### config.mk
export PLATFORM = sky130hd
export DESIGN_NAME = f1_axil_wr_join
export DESIGN_NICKNAME = d
export VERILOG_FILES = /design/src/rtl/f1_axil_wr_join_pkg.sv /design/src/rtl/f1_axil_wr_join_sync_fifo.sv /design/src/rtl/f1_axil_wr_join.sv
export SDC_FILE = /design/constraint.sdc
export NUM_CORES = 1
export LEC_CHECK = 0
export BUFFER_PORTS_ARGS = -buffer_cell sky130_fd_sc_hd__buf_2
export CAP_MARGIN = 40
export CORE_ASPECT_RATIO = 0.6
export CORE_MARGIN = 2
export CORE_UTILIZATION = 48
export CTS_CLUSTER_DIAMETER = 150
export DETAILED_ROUTE_END_ITERATION = 10
export GPL_TIMING_DRIVEN = 1
export PLACE_DENSITY = 0.78
export SLEW_MARGIN = 20
export SYNTH_ARGS = -nofsm -noshare
export SYNTH_HDL_FRONTEND = slang
export SYNTH_SLANG_ARGS = --single-unit
### constraint.sdc
create_clock -name clk -period 3 [get_ports clk]
set_input_delay 0.3 -clock clk [delete_from_list [all_inputs] [get_ports clk]]
set_output_delay 0.3 -clock clk [all_outputs]
set_load 0.02 [all_outputs]
### src/rtl/f1_axil_wr_join_pkg.sv
// Shared types, response codes and default buffer depths for the AXI-Lite write join.
package AOSF1Types;

    localparam int F1_AXIL_wr_addr_FIFO_Depth = 2;
    localparam int F1_AXIL_wr_data_FIFO_Depth = 2;

    localparam int AW_FIFO_DEPTH_DEFAULT = F1_AXIL_wr_addr_FIFO_Depth;
    localparam int W_FIFO_DEPTH_DEFAULT  = F1_AXIL_wr_data_FIFO_Depth;

    localparam logic [1:0] BRESP_OKAY   = 2'b00;
    localparam logic [1:0] BRESP_SLVERR = 2'b10;

    typedef enum logic [1:0] {
        ST_IDLE  = 2'd0,
        ST_ISSUE = 2'd1,
        ST_RESP  = 2'd2
    } wr_state_e;

    // A depth-1 buffer still needs a one-bit pointer.
    function automatic int fifo_ptr_w(input int depth);
        return (depth > 1) ? $clog2(depth) : 1;
    endfunction

endpackage

### src/rtl/f1_axil_wr_join_sync_fifo.sv
// Single-clock FIFO with full/empty flags; push and pop may happen in the same cycle.
module f1_axil_sync_fifo
    import AOSF1Types::*;
#(
    parameter int WIDTH = 32,
    parameter int DEPTH = 2
) (
    input  logic             clk,
    input  logic             rst,
    input  logic             push_i,
    input  logic [WIDTH-1:0] data_i,
    input  logic             pop_i,
    output logic [WIDTH-1:0] data_o,
    output logic             full_o,
    output logic             empty_o
);

    localparam int PW = fifo_ptr_w(DEPTH);
    localparam int CW = $clog2(DEPTH + 1);

    logic [WIDTH-1:0] mem_q [DEPTH];
    logic [PW-1:0]    wr_ptr_q, wr_ptr_d;
    logic [PW-1:0]    rd_ptr_q, rd_ptr_d;
    logic [CW-1:0]    count_q, count_d;
    logic             do_push, do_pop;

    function automatic logic [PW-1:0] ptr_inc(input logic [PW-1:0] p);
        return (p == PW'(DEPTH - 1)) ? '0 : p + PW'(1);
    endfunction

    assign full_o  = (count_q == CW'(DEPTH));
    assign empty_o = (count_q == '0);
    assign do_push = push_i && !full_o;
    assign do_pop  = pop_i && !empty_o;
    assign data_o  = mem_q[rd_ptr_q];

    always_comb begin
        wr_ptr_d = do_push ? ptr_inc(wr_ptr_q) : wr_ptr_q;
        rd_ptr_d = do_pop  ? ptr_inc(rd_ptr_q) : rd_ptr_q;
        count_d  = count_q;
        if (do_push && !do_pop) begin
            count_d = count_q + CW'(1);
        end else if (!do_push && do_pop) begin
            count_d = count_q - CW'(1);
        end
    end

    always_ff @(posedge clk or posedge rst) begin
        if (rst) begin
            wr_ptr_q <= '0;
            rd_ptr_q <= '0;
            count_q  <= '0;
        end else begin
            wr_ptr_q <= wr_ptr_d;
            rd_ptr_q <= rd_ptr_d;
            count_q  <= count_d;
        end
    end

    // Storage carries no reset; occupancy alone decides what is valid.
    always_ff @(posedge clk) begin
        if (do_push) begin
            mem_q[wr_ptr_q] <= data_i;
        end
    end

endmodule

### src/rtl/f1_axil_wr_join.sv
// Joins buffered AXI-Lite AW and W beats into one SoftReg write at a time.
// Optional F1_AXIL_WSTRB_CHECK_EN: partial-strobe writes answer SLVERR without issuing.
module f1_axil_wr_join
    import AOSF1Types::*;
#(
    parameter int AW_FIFO_DEPTH = AW_FIFO_DEPTH_DEFAULT,
    parameter int W_FIFO_DEPTH  = W_FIFO_DEPTH_DEFAULT
) (
    input  logic        clk,
    input  logic        rst,
    input  logic        awvalid,
    output logic        awready,
    input  logic [31:0] awaddr,
    input  logic        wvalid,
    output logic        wready,
    input  logic [31:0] wdata,
    input  logic [3:0]  wstrb,
    output logic        bvalid,
    input  logic        bready,
    output logic [1:0]  bresp,
    output logic        sr_req_valid,
    input  logic        sr_req_ready,
    output logic [31:0] sr_req_addr,
    output logic [63:0] sr_req_data,
    output logic        sr_req_isWrite,
    output logic [31:0] wr_count
);

    localparam int AW_D = (AW_FIFO_DEPTH < 1) ? 1 : AW_FIFO_DEPTH;
    localparam int W_D  = (W_FIFO_DEPTH < 1) ? 1 : W_FIFO_DEPTH;

    logic        aw_full, aw_empty, w_full, w_empty;
    logic [31:0] aw_head;
    logic [35:0] w_head;
    logic        pair_pop;
    logic        strb_err;

    wr_state_e   state_q;
    logic [31:0] addr_q;
    logic [31:0] data_q;
    logic        req_vld_q;
    logic        bvld_q;
    logic [1:0]  bresp_q;
    logic [31:0] wr_count_q, wr_count_d;

    f1_axil_sync_fifo #(
        .WIDTH (32),
        .DEPTH (AW_D)
    ) u_aw_fifo (
        .clk     (clk),
        .rst     (rst),
        .push_i  (awvalid),
        .data_i  (awaddr),
        .pop_i   (pair_pop),
        .data_o  (aw_head),
        .full_o  (aw_full),
        .empty_o (aw_empty)
    );

    f1_axil_sync_fifo #(
        .WIDTH (36),
        .DEPTH (W_D)
    ) u_w_fifo (
        .clk     (clk),
        .rst     (rst),
        .push_i  (wvalid),
        .data_i  ({wstrb, wdata}),
        .pop_i   (pair_pop),
        .data_o  (w_head),
        .full_o  (w_full),
        .empty_o (w_empty)
    );

    // Ready is forced low while reset is held so the bus sees no acceptance.
    assign awready = !aw_full && !rst;
    assign wready  = !w_full && !rst;

    assign pair_pop   = (state_q == ST_IDLE) && !aw_empty && !w_empty;
    assign wr_count_d = wr_count_q + 32'd1;

`ifdef F1_AXIL_WSTRB_CHECK_EN
    assign strb_err = (w_head[35:32] != 4'hF);
`else
    logic unused_strb;
    assign unused_strb = ^w_head[35:32];
    assign strb_err    = 1'b0;
`endif

    always_ff @(posedge clk or posedge rst) begin
        if (rst) begin
            state_q    <= ST_IDLE;
            addr_q     <= '0;
            data_q     <= '0;
            req_vld_q  <= 1'b0;
            bvld_q     <= 1'b0;
            bresp_q    <= BRESP_OKAY;
            wr_count_q <= '0;
        end else begin
            case (state_q)
                ST_IDLE: begin
                    if (pair_pop) begin
                        addr_q <= aw_head;
                        data_q <= w_head[31:0];
                        if (strb_err) begin
                            bvld_q  <= 1'b1;
                            bresp_q <= BRESP_SLVERR;
                            state_q <= ST_RESP;
                        end else begin
                            req_vld_q <= 1'b1;
                            bresp_q   <= BRESP_OKAY;
                            state_q   <= ST_ISSUE;
                        end
                    end
                end
                ST_ISSUE: begin
                    if (sr_req_ready) begin
                        req_vld_q <= 1'b0;
                        bvld_q    <= 1'b1;
                        state_q   <= ST_RESP;
                    end
                end
                ST_RESP: begin
                    if (bready) begin
                        bvld_q     <= 1'b0;
                        wr_count_q <= wr_count_d;
                        state_q    <= ST_IDLE;
                    end
                end
                default: begin
                    req_vld_q <= 1'b0;
                    bvld_q    <= 1'b0;
                    state_q   <= ST_IDLE;
                end
            endcase
        end
    end

    assign sr_req_valid   = req_vld_q;
    assign sr_req_isWrite = req_vld_q;
    assign sr_req_addr    = addr_q;
    assign sr_req_data    = {32'h0, data_q};
    assign bvalid         = bvld_q;
    assign bresp          = bresp_q;
    assign wr_count       = wr_count_q;

endmodule

==> impl_summary.txt <==
----------------------------------------------------
[Timing]
  Fraction of the cycle the final worst path needs ... 0.650
  Worst Skew ... between 0.007 and 0.008 ns
  Pins over their slew limit ... 0
  Slew @ Worst Pin ... 0.652 ns
  Number of setup violations in the final report ... 0
  Maximum achievable frequency ... a little over 0.5 GHz
  Number of endpoints with negative hold slack in the final report ... 0
  Post-layout worst setup margin ... 1.05 ns
  Tmin final ... roughly 2 ns
  Min Hold Slack ... between 0.1 and 0.15 ns
  Worst-case headroom to the max-slew limit ... 0.562
  Unrepaired setup endpoints after global routing ... no
  Accumulated negative setup slack ... 0 ns

[Routing]
  Detailed-route via count ... 5,535
  Via count normalized by instance count ... about 4.9
  DRT Wirelength ... ~18,000 um
  Post-route DRC ... 0
  Number of iterations in the first detailed-routing pass ... 4
  DRC violation total after the first TritonRoute iteration ... between 300 and 400
  Antenna viol nets, final ... 0
  Routed length per placed instance ... approximately 16 um

[Clock tree]
  Clock input transition at the sequential cells of the worst setup and hold paths ... roughly 0.060 ns
  Post-CTS setup repair buffer count ... 0
  Number of clock sinks ... 236
  Clk Latency, worst-skew pair ... around 0.5 ns
  Hold Buf Count CTS ... 64
  Clock tree root driver cell ... clkbuf_16
  Clock tree from TritonCTS ... yes
  Number of H-tree levels ... 1
  Post-CTS sizing ... 0
  Max Buffers Root-to-Sink ... 3
  CTS Buf Count ... 22

[Cells and area]
  Area growth from synthesis to layout ... 27.5%
  Commonest non-fill, non-tap cell in the layout ... buf_2
  Share of post-route cells with drive strength above 1 ... 0.257
  Commonest cells after routing, fill and taps aside ... buf_2 (170), edfxtp_1 (128), dfrtp_1 (106)
  Count of nets after finishing ... ~950
  Finished Cell Area ... ~12,000 sq um
  Count of fill cells added during filler insertion ... 1,379

[Floorplan]
  Die Wd ... about 180 um
  Starting utilization of the core area ... 0.496
  Io pins ... approximately 210
  CORE AREA ... approximately 18,000 sq um
  Height of the chip ... around 110 um
  Die outline area ... ~20,000 sq um
  FP Rows ... 38

[Placement]
  Cell area reported after detailed placement ... about 10,000 sq um
  HPWL after detailed placement ... 11,100 um
  Final weighted congestion in routability-driven placement ... ~0.77
  Count of input and output buffers ... 170
  Post-placement worst setup slack ... ~1.1 ns

[Global routing]
  Remaining global-route overflow ... 0
  Largest net degree at the start of global routing ... between 90 and 100
  Number of antenna violations at the first check in global routing ... 1
  Vias in the first global route ... approximately 5,600
  Overall Global Routing Usage ... 0.184
  Wire length of the first global-routing pass ... a little under 30,000 um

[Critical path]
  Reg2reg setup slack ... 1.12 ns
  Crit path kind ... in -> out
  Req. time, crit path ... 2.70 ns
  Critical Path Sink Type ... output pin
  Arr. time, crit path ... 1.65 ns
  Category of the worst setup path launch point ... input pin
  FF-to-FF Start ... state_q[0]
  Highest fanout seen on the critical path ... 13
  Source of the critical timing path ... rst

[Synth]
  Post-Syn Area per Cell ... 14.4 sq um
  Mapped Cells ... between 600 and 700
  Synth Register Bits ... around 240
  Seq/Total Area, Yosys ... 0.722
  Count of synthesis-stage warnings from yosys ... 0
  Cell variety after synth ... 30
  Cell area after technology mapping ... a little over 9000 sq um

[Pwr]
  Static leakage ... 4.93 nW
  P per Cell Area ... slightly above 1000 nW/um^2
  Post-layout total power ... approximately 12 mW
  Worst vdd ir ... roughly 0.62 mV

[Outcome]
  Outcome ... completed

[Run]
  Max Cap Viol ... 0

[Worst hold path]
  Startpoint of the worst hold path ... bready
  Min-delay worst type ... in -> reg

----------------------------------------------------
state kept, by name, indices dropped and copies added (netlist names), 2 cells and up:
signal / cells
data_q: 32
sr_req_addr: 32
state_q: 2
u_aw_fifo.count_q: 2
u_aw_fifo.mem_q: 64
u_w_fifo.count_q: 2
u_w_fifo.mem_q: 64
wr_count: 32
where the power goes:
part | internal (mW) | switching [mW] | leakage [nW]
sequential | 4.47 | 0.543 | 2.47
clock | 1.76 | 1.16 | 0.378
combinational | 1.37 | 2.36 | 2.08
layer usage:
layer,routed length [um],part of all wire,GRT usage
met5,0,0,0
met4,339,0.019,0.0401
met3,1250,0.068,0.0498
met2,8520,0.47,0.298
met1,8190,0.45,0.250
final cells by class:
| cell class | instances | area (sq um) | area share |
|---|---|---|---|
| multi-input cells | 358 | 2250 | 0.195 |
| inverters | 10 | 41.3 | 0.00357 |
| clock inverters | 11 | 133 | 0.0115 |
| repair buffers | 246 | 1630 | 0.141 |
| flip-flops and latches | 236 | 6550 | 0.567 |
| diodes | 1 | 2.50 | 0.000217 |
| well taps | 240 | 300 | 0.0260 |
| clock buffers | 29 | 638 | 0.0552 |
cell usage after synthesis:
cell type	count	area [sq um]
inv_1	8	30.0
nor4_4	1	21.3
dfrtp_1	108	2700
nand2b_1	3	18.8
buf_1	6	22.5
and3_1	7	43.8
xnor2_1	30	263
a21oi_1	65	325
edfxtp_1	128	3840
clkbuf_1	2	7.51
inv_2	2	7.51
nor4_1	1	6.26
mux2i_1	64	641
and2_1	5	31.3
nand4b_1	2	17.5
nand3_1	11	55.1
nand3b_1	2	15.0
nor3_2	1	10.0
nor3_1	4	20.0
conb_1	1	3.75
nor4_2	3	37.5
mux2_2	1	11.3
buf_2	14	70.1
o21ai_0	2	10.0
nor2_1	77	289
nand2_1	16	60.1
buf_4	36	270
xor2_1	11	96.3
nand4_1	15	93.8
ha_1	3	37.5
final timing paths:
kind,cells past startpoint,endpoint
worst max-delay path,5,wready
worst min register to register,1,wr_count[31]
max in group asynchronous,4,u_aw_fifo.rd_ptr_q
worst max register to register,6,u_aw_fifo.count_q[1]
worst min-delay path,4,state_q[1]
min in group asynchronous,3,sr_req_isWrite
through the flow:
stage | utilization | std cells
floorplan | - | 662
finish | 0.633 | 1131
detailed placement | 0.555 | 1025
CTS | 0.632 | 1129
global route | 0.633 | 1131
global placement | 0.553 | 1023
critical path: stages:
cell and delay [ns]:
dlygate4sd3_1 0.52, buf_2 0.12, clkinvlp_4 0.29, and2_1 0.25
buf_2 0.16
kinds of logic (layout without fill, tap and decap cells):
group / Yosys count / in the layout / share of synthesized area
compound gates: 67 / 67 / 0.0370
xor+xnor: 41 / 41 / 0.0396
fa+ha+maj: 3 / 3 / 0.00414
buf+inv: 68 / 296 / 0.0450
flops: 236 / 236 / 0.722
mux: 65 / 65 / 0.0719
other cells: 1 / 35 / 0.000414
simple gates: 148 / 148 / 0.0794
Note: power is estimated with default switching activity, not from simulation.
